`config.mk`:
```
export PLATFORM = sky130hd
export DESIGN_NAME = fetch_stage_flat
export DESIGN_NICKNAME = d
export VERILOG_FILES = /design/src/rtl/fetch_stage_if.sv /design/src/rtl/fetch_stage.sv /design/src/flat_wrapper.sv
export SDC_FILE = /design/constraint.sdc
export NUM_CORES = 1
export LEC_CHECK = 0
export ABC_AREA = 1
export CORE_MARGIN = 2
export CORE_UTILIZATION = 44
export CTS_BUF_LIST = sky130_fd_sc_hd__clkbuf_16
export DETAILED_ROUTE_END_ITERATION = 7
export PLACE_DENSITY = 0.82
export SETUP_SLACK_MARGIN = 0.05
export SLEW_MARGIN = 0
export SYNTH_ARGS = -nofsm -noshare
export SYNTH_HDL_FRONTEND = slang
export SYNTH_SLANG_ARGS = --single-unit
```
`constraint.sdc`:
```
create_clock -name clk -period 5.9 [get_ports clk]
set_input_delay 1.77 -clock clk [delete_from_list [all_inputs] [get_ports clk]]
set_output_delay 1.77 -clock clk [all_outputs]
set_load 0.01 [all_outputs]
```
`src/rtl/fetch_stage_if.sv`:
```
// Signal bundle between the fetch stage and its surroundings: control and instruction memory
// inputs, plus the IF/ID register and decoded-field outputs.
interface fetch_stage_if;
  logic        stall;
  logic        branch_taken;
  logic [31:0] branch_target;
  logic        jump;
  logic [25:0] jump_index;
  logic [31:0] imem_data;
  logic [31:0] imem_addr;
  logic [31:0] if_id_instr;
  logic [31:0] if_id_pcplus4;
  logic        if_id_valid;
  logic [5:0]  opcode;
  logic [4:0]  rs;
  logic [4:0]  rt;
  logic [4:0]  rd;
  logic [4:0]  shamt;
  logic [5:0]  funct;
  logic [15:0] imm16;
  logic [31:0] fetch_count;

  modport master (
    input  stall, branch_taken, branch_target, jump, jump_index, imem_data,
    output imem_addr, if_id_instr, if_id_pcplus4, if_id_valid,
           opcode, rs, rt, rd, shamt, funct, imm16, fetch_count
  );

  modport slave (
    output stall, branch_taken, branch_target, jump, jump_index, imem_data,
    input  imem_addr, if_id_instr, if_id_pcplus4, if_id_valid,
           opcode, rs, rt, rd, shamt, funct, imm16, fetch_count
  );
endinterface

```
`src/rtl/fetch_stage.sv`:
```
// Instruction fetch stage: PC register, IF/ID pipeline register and a count of valid fetches.
// Redirects flush IF/ID with a bubble and take priority over stall.
module fetch_stage #(
  parameter logic [31:0] RESET_PC = 32'h0000_0000
) (
  input logic          clk,
  input logic          reset,
  fetch_stage_if.master fif
);
  logic [31:0] pc_q, pc_d;
  logic [31:0] instr_q, instr_d;
  logic [31:0] pcplus4_q, pcplus4_d;
  logic [31:0] count_q, count_d;
  logic        valid_q, valid_d;
  logic [31:0] pc_plus4;

  assign pc_plus4 = pc_q + 32'd4;

  always_comb begin
    pc_d      = pc_q;
    instr_d   = instr_q;
    pcplus4_d = pcplus4_q;
    valid_d   = valid_q;
    count_d   = count_q;
    if (fif.branch_taken || fif.jump) begin
      // Branch beats jump; the jump region comes from the instruction currently in IF/ID.
      if (fif.branch_taken) pc_d = {fif.branch_target[31:2], 2'b00};
      else                  pc_d = {pcplus4_q[31:28], fif.jump_index, 2'b00};
      instr_d   = 32'h0000_0000;
      pcplus4_d = 32'h0000_0000;
      valid_d   = 1'b0;
    end else if (!fif.stall) begin
      pc_d      = pc_plus4;
      instr_d   = fif.imem_data;
      pcplus4_d = pc_plus4;
      valid_d   = 1'b1;
      count_d   = count_q + 32'd1;
    end
  end

  always_ff @(posedge clk or posedge reset) begin
    if (reset) begin
      pc_q      <= RESET_PC;
      instr_q   <= 32'h0000_0000;
      pcplus4_q <= 32'h0000_0000;
      valid_q   <= 1'b0;
      count_q   <= 32'h0000_0000;
    end else begin
      pc_q      <= pc_d;
      instr_q   <= instr_d;
      pcplus4_q <= pcplus4_d;
      valid_q   <= valid_d;
      count_q   <= count_d;
    end
  end

  assign fif.imem_addr     = pc_q;
  assign fif.if_id_instr   = instr_q;
  assign fif.if_id_pcplus4 = pcplus4_q;
  assign fif.if_id_valid   = valid_q;
  assign fif.fetch_count   = count_q;
  // Bubbles hold an all-zero word, so every field reads zero without extra gating.
  assign fif.opcode = instr_q[31:26];
  assign fif.rs     = instr_q[25:21];
  assign fif.rt     = instr_q[20:16];
  assign fif.rd     = instr_q[15:11];
  assign fif.shamt  = instr_q[10:6];
  assign fif.funct  = instr_q[5:0];
  assign fif.imm16  = instr_q[15:0];
endmodule

```
`src/flat_wrapper.sv`:
```
// flat-port wrapper written by rule: the top's interface ports become plain ports
module fetch_stage_flat 
#(
  parameter logic [31:0] RESET_PC = 32'h0000_0000
)
  (clk, reset, fif_stall, fif_branch_taken, fif_branch_target, fif_jump, fif_jump_index, fif_imem_data, fif_imem_addr, fif_if_id_instr, fif_if_id_pcplus4, fif_if_id_valid, fif_opcode, fif_rs, fif_rt, fif_rd, fif_shamt, fif_funct, fif_imm16, fif_fetch_count);
  fetch_stage_if fif_i ();
  input logic clk;
  input logic reset;
  input wire logic [$bits(fif_i.stall)-1:0] fif_stall;
  input wire logic [$bits(fif_i.branch_taken)-1:0] fif_branch_taken;
  input wire logic [$bits(fif_i.branch_target)-1:0] fif_branch_target;
  input wire logic [$bits(fif_i.jump)-1:0] fif_jump;
  input wire logic [$bits(fif_i.jump_index)-1:0] fif_jump_index;
  input wire logic [$bits(fif_i.imem_data)-1:0] fif_imem_data;
  output wire logic [$bits(fif_i.imem_addr)-1:0] fif_imem_addr;
  output wire logic [$bits(fif_i.if_id_instr)-1:0] fif_if_id_instr;
  output wire logic [$bits(fif_i.if_id_pcplus4)-1:0] fif_if_id_pcplus4;
  output wire logic [$bits(fif_i.if_id_valid)-1:0] fif_if_id_valid;
  output wire logic [$bits(fif_i.opcode)-1:0] fif_opcode;
  output wire logic [$bits(fif_i.rs)-1:0] fif_rs;
  output wire logic [$bits(fif_i.rt)-1:0] fif_rt;
  output wire logic [$bits(fif_i.rd)-1:0] fif_rd;
  output wire logic [$bits(fif_i.shamt)-1:0] fif_shamt;
  output wire logic [$bits(fif_i.funct)-1:0] fif_funct;
  output wire logic [$bits(fif_i.imm16)-1:0] fif_imm16;
  output wire logic [$bits(fif_i.fetch_count)-1:0] fif_fetch_count;
  assign fif_i.stall = fif_stall;
  assign fif_i.branch_taken = fif_branch_taken;
  assign fif_i.branch_target = fif_branch_target;
  assign fif_i.jump = fif_jump;
  assign fif_i.jump_index = fif_jump_index;
  assign fif_i.imem_data = fif_imem_data;
  assign fif_imem_addr = fif_i.imem_addr;
  assign fif_if_id_instr = fif_i.if_id_instr;
  assign fif_if_id_pcplus4 = fif_i.if_id_pcplus4;
  assign fif_if_id_valid = fif_i.if_id_valid;
  assign fif_opcode = fif_i.opcode;
  assign fif_rs = fif_i.rs;
  assign fif_rt = fif_i.rt;
  assign fif_rd = fif_i.rd;
  assign fif_shamt = fif_i.shamt;
  assign fif_funct = fif_i.funct;
  assign fif_imm16 = fif_i.imm16;
  assign fif_fetch_count = fif_i.fetch_count;
  fetch_stage #(.RESET_PC(RESET_PC)) u_core (.clk(clk), .reset(reset), .fif(fif_i));
endmodule
```
## After elaboration in Yosys (flattened, before gate mapping)

Cells that the tools add are included.

- Add/sub/neg operators: 2
- Equal/unequal tests: 1
- Bitwise gates (word level): 2
- Mux-type cells: 8
- Reduce and logical (&&, ||, !) cells: 2

Operator list:

| kind | count |
|---|---|
| 32-bit 2-to-1 mux | 6 |
| 32-bit by 1-bit adder with 32-bit output, second input constant | 1 |
| 32-bit by 3-bit adder with 32-bit output, second input constant | 1 |
| 1-bit 2-to-1 mux | 2 |
| 2-bit by 1-bit inequality test with 1-bit output, second input constant | 1 |
| 1-bit NOT | 2 |
| 2-bit AND reduction | 1 |
| 1-bit logical OR | 1 |

- Logic and storage cells: 20
- Output and inout port bits: 177
- Register bits after elaboration: 129
- Input bits: 95

## Depth between registers and ports, before layout

- Word-level depth: 3
- Gate-level depth with buffers: 9
- Gate-level depth less buffers: 9

## Worst setup path after synthesis

OpenSTA, ideal clock, no wires.

- Kind: input port to flip-flop
- Start point: input port fif_branch_taken
- End point: register u_core.count_q[23], in the netlist u_core.fif.fetch_count[23]
- Path buffers: 1
- Path slack: 3.050 ns
- Arrival: 2.733 ns
- Setup time: 0.117 ns
- Cell stages on the path: 9
- Data required time: 5.783 ns
- Cells stage by stage: buf_6 > nor2_8 > nand2_4 > nor2_8 > nand4_4 > nor2_4 > nand2_1 > nand2_1 > nand2_1

- Longest elaborated chain between the ends: 3

RTL lines:

| item | line | RTL |
|---|---|---|
| start: declaration | flat_wrapper.sv:11 | `input wire logic [$bits(fif_i.branch_taken)-1:0] fif_branch_taken;` |
| 1-bit logical OR | fetch_stage.sv:25 | `if (fif.branch_taken \|\| fif.jump) begin` |
| 1-bit NOT (no line) | - |  |
| 2-bit AND reduction (no line) | - |  |
| end signal: assignment | fetch_stage.sv:53 | `count_q <= count_d;` |
| end: declaration | fetch_stage.sv:13 | `logic [31:0] count_q, count_d;` |

Every way passes these cells.
A chain may end at the register's enable or synchronous reset.

## Final worst setup path

- Start point: input port fif_branch_taken
- End point: register u_core.pc_q[21], in the netlist u_core.fif.imem_addr[21]

- Longest elaborated chain between the ends: 2
- Elaborated cells on any way between the ends: 4
- Those cells by class: 1 x eq/ne; 2 x mux; 1 x reduce/logical

RTL lines:

| item | line | RTL |
|---|---|---|
| 32-bit 2-to-1 mux or 1-bit logical OR (tied branches) | fetch_stage.sv:27, fetch_stage.sv:25 |  |
| 32-bit 2-to-1 mux or 2-bit by 1-bit inequality test with 1-bit output (tied branches) | - |  |
| end signal: assignment | fetch_stage.sv:49 | `pc_q <= pc_d;` |
| end: declaration | fetch_stage.sv:10 | `logic [31:0] pc_q, pc_d;` |

Several ways; a longest one is shown, not always the timed one.

==> summary.md <==
- **share of power burned in the clock network** 45.0%
- **iteration-0 DRC count of the detailed router** 538
- **switching power of the nets** 649.6 µW
- **final critical-path setup slack** 2.005 ns
- **top area cells in the synthesized netlist** dfrtp_1 (48%), nand2_1 (12%), buf_4 (5.9%), a22o_1 (4.8%), nor2_1 (4.0%)
- **initial antenna violation count** 1
- **count of instances resized after the clock tree is built** 0
- **setup repair bufs after CTS** 0
- **Unique masters post-synth** 41
- **time the final worst path needs with I/O delays and setup** 3.895 ns
- **number of filler instances in the final layout** 1,183
- **Hold Fails Final Rpt** 0
- **unrepaired setup endpoints after global routing** no
- **width of the chip** 126.4 µm
- **final routed wire length divided by cell count** 16.94 µm
- **clk_skew** 0.007925 ns
- **Switching Fraction** 25.14%
- **top cell types by occurrence after synthesis** nand2_1 (216), dfrtp_1 (126), nor2_1 (71)
- **final worst-path cycle share** 66.01%
- **hold_buf cts** 0
- **max-cap check violation count** 0
- **number of enable-type register cells in the synthesized netlist** 0
- **leading cell type by number of instances after synthesis** nand2_1
- **via total after detailed routing** 6,156
- **Avg Vias per Cell** 5.195
- **die outline area** 0.01598 mm²
- **total number of yosys warnings** 0
- **Worst-Margin Slew** 1.017 ns
- **Leakage** 0.004287 µW
- **result of the run** completed
- **Worst EP required** 6.23 ns
- **Synth Cell Area** 0.006591 mm²
- **fraction of registers with async set or reset after synthesis** 100.0%
- **fraction of layout cells with a size suffix above 1** 5.600%
- **power density over cell area** 266.8 mW/mm²
- **Max-Slew Margin vs Limit** 32.23%
- **Die Span Y** 126.4 µm
- **relative contribution of combinational cells to total power** 16.5%
- **placeable core region** 0.01459 mm²
- **CTS max path bufs** 2
- **GRT Total Usage** 24.92%
- **critical path fanouts, max** 92
- **GRT Residual Overflow** 0
- **kind of critical path** input port to register
- **clock latency on the worst-skew pair** 0.41 ns
- **critical path launch point** fif_branch_taken
- **number of cell rows** 44
- **endpoint kind of the worst setup timing path** register
- **most area-hungry cell type in the Yosys netlist** dfrtp_1
- **wire length of the first global-routing pass** 31,620 µm
- **clock buffers created by TritonCTS** 17
- **post-synthesis cell count** 772
- **pin count of the biggest net entering global routing** 93
- **total I/O pin count** 272
- **half-perimeter wire length after placement** 14,310 µm
- **worst supply voltage drop on vdd** 0.0001814 V
- **clock tree from TritonCTS** built
- **DRT Wirelength** 20,070 µm
- **number of routed nets with antenna violations** 0
- **initial cell density of the core** 45.18%
- **total of flip-flops plus latches after synthesis** 126
- **share of the synthesized area in the top cell type** 47.84%
- **clock transition at the register clock pins on the worst setup and hold paths after CTS** 0.06 ns
- **Slew Viols, Final** 0
- **routability-driven placement congestion ratio** 0.8779
- **vias in the first global route** 6,019
- **number of endpoints failing setup at the final stage** 0
- **Pint** 1934 µW
- **Post-layout nets** 1,084
- **reg-to-reg critical path startpoint** u_core.fif.imem_addr[3]
- **arrival time at the worst endpoint** 4.22 ns
- **pre-CTS setup slack** 1.624 ns
- **Final TNS setup** 0 ns
- **count of port buffers added during placement** 267
- **clock tree sinks** 126
- **final hold slack** 0.4769 ns
- **Flop pwr share** 38.5%
- **Seq/Total Area, Yosys** 47.84%
- **clock tree root buffer cell** clkbuf_16
- **Worst setup SP type** input port
- **total iterations of the first detailed-routing run** 5
- **top flip-flop cell by instance count after synthesis** dfrtp_1
- **class of the most critical hold timing path** register to register
- **final routed DRC violation total** 0
- **Synth-to-Final Area Change** 46.96%
- **beginning of the worst hold path** u_core.fif.if_id_pcplus4[20]
- **H-tree lvl count** 4
- **post-synthesis area per instance** 8.538 µm²
- **f_max** 256.8 MHz
worst paths after layout:
| kind | slack (ns) | to | cells after the start |
|---|---|---|---|
| max | 2.01 | u_core.fif.imem_addr[21] | 8 |
| min | 0.48 | u_core.fif.if_id_pcplus4[20] | 2 |
| max reg2reg | 3.99 | u_core.fif.imem_addr[26] | 9 |
| min reg2reg | 0.48 | u_core.fif.if_id_pcplus4[20] | 2 |
| max in group asynchronous | 3.06 | u_core.fif.if_id_instr[20] | 3 |
| min in group asynchronous | 1.93 | u_core.fif.fetch_count[19] | 2 |
logic make-up after synthesis:
kind of cell / after synthesis / synth area share, %
adder cells (fa/ha/maj): 2 / 0.3796
AO/OA/AOI/OAI: 117 / 12.26
flip-flops: 126 / 47.84
XOR/XNOR: 31 / 4.119
AND/OR/NAND/NOR: 370 / 24.85
other: 1 / 0.05689
buffers and inverters: 125 / 10.50
stage by stage:
step	area [µm²]	power [µW]	std cells	util (%)
floorplan	6595	1188	773	-
global placement	9034	1423	1152	61.92
detailed placement	9034	1434	1152	61.92
CTS	9684	2600	1184	66.38
global route	9687	2688	1185	66.40
finish	9687	2584	1185	66.40
state kept, by name, indices dropped and copies added (netlist names):
name                      flops
u_core.fif.fetch_count       32
u_core.fif.if_id_instr       32
u_core.fif.if_id_pcplus4     31
u_core.fif.imem_addr         30
u_core.fif.if_id_valid        1
power by group through the flow:
stage / registers (µW) / logic [µW] / clock network, µW
after detailed placement: 1010 / 427 / 0
after floorplan: 1020 / 168 / 0
after global routing: 1000 / 460 / 1220
after global placement: 1010 / 418 / 0
after CTS: 993 / 430 / 1180
final: 995 / 425 / 1160
layer usage:
layer / routed length [µm] / track usage, % / up-vias
li1: - / - / 2934
met1: 8387 / 31.60 / 2936
met2: 9902 / 41.46 / 253
met3: 1354 / 6.622 / 33
met4: 425 / 8.403 / 0
met5: 0 / 0 / -
critical path, cell delays in order:
cell and delay, ns:
clkdlybuf4s50_1 0.40, buf_4 0.27, nor2_8 0.31, inv_1 0.19
nor2_4 0.12, buf_4 0.74, a221oi_1 0.14, a21oi_1 0.19
placed cells by master (no fill, tap or decap), types with 6 or more instances in the layout:
cell type / n
nand3_1: 42
bufinv_16: 6
o21ai_0: 26
nor3_1: 8
clkdlybuf4s50_1: 267
nand4_1: 6
xnor2_1: 16
a21oi_1: 23
nor2_2: 8
xor2_1: 15
inv_1: 47
a22oi_1: 13
clkbuf_16: 17
a221oi_1: 11
dfrtp_1: 126
nand2_1: 216
nor2_1: 70
a22o_1: 36
final cells by class:
type	count	area, µm²	area share, %
Clock buffer	17	425.4	4.392
Antenna cell	1	2.502	0.02583
Inverter	48	182.7	1.886
Tap cell	184	230.2	2.377
Timing Repair Buffer	272	2710	27.98
Sequential cell	126	3153	32.55
Multi-Input combinational cell	522	2758	28.47
Clock inverter	15	225.2	2.325
(Power assumes the default switching activity.)
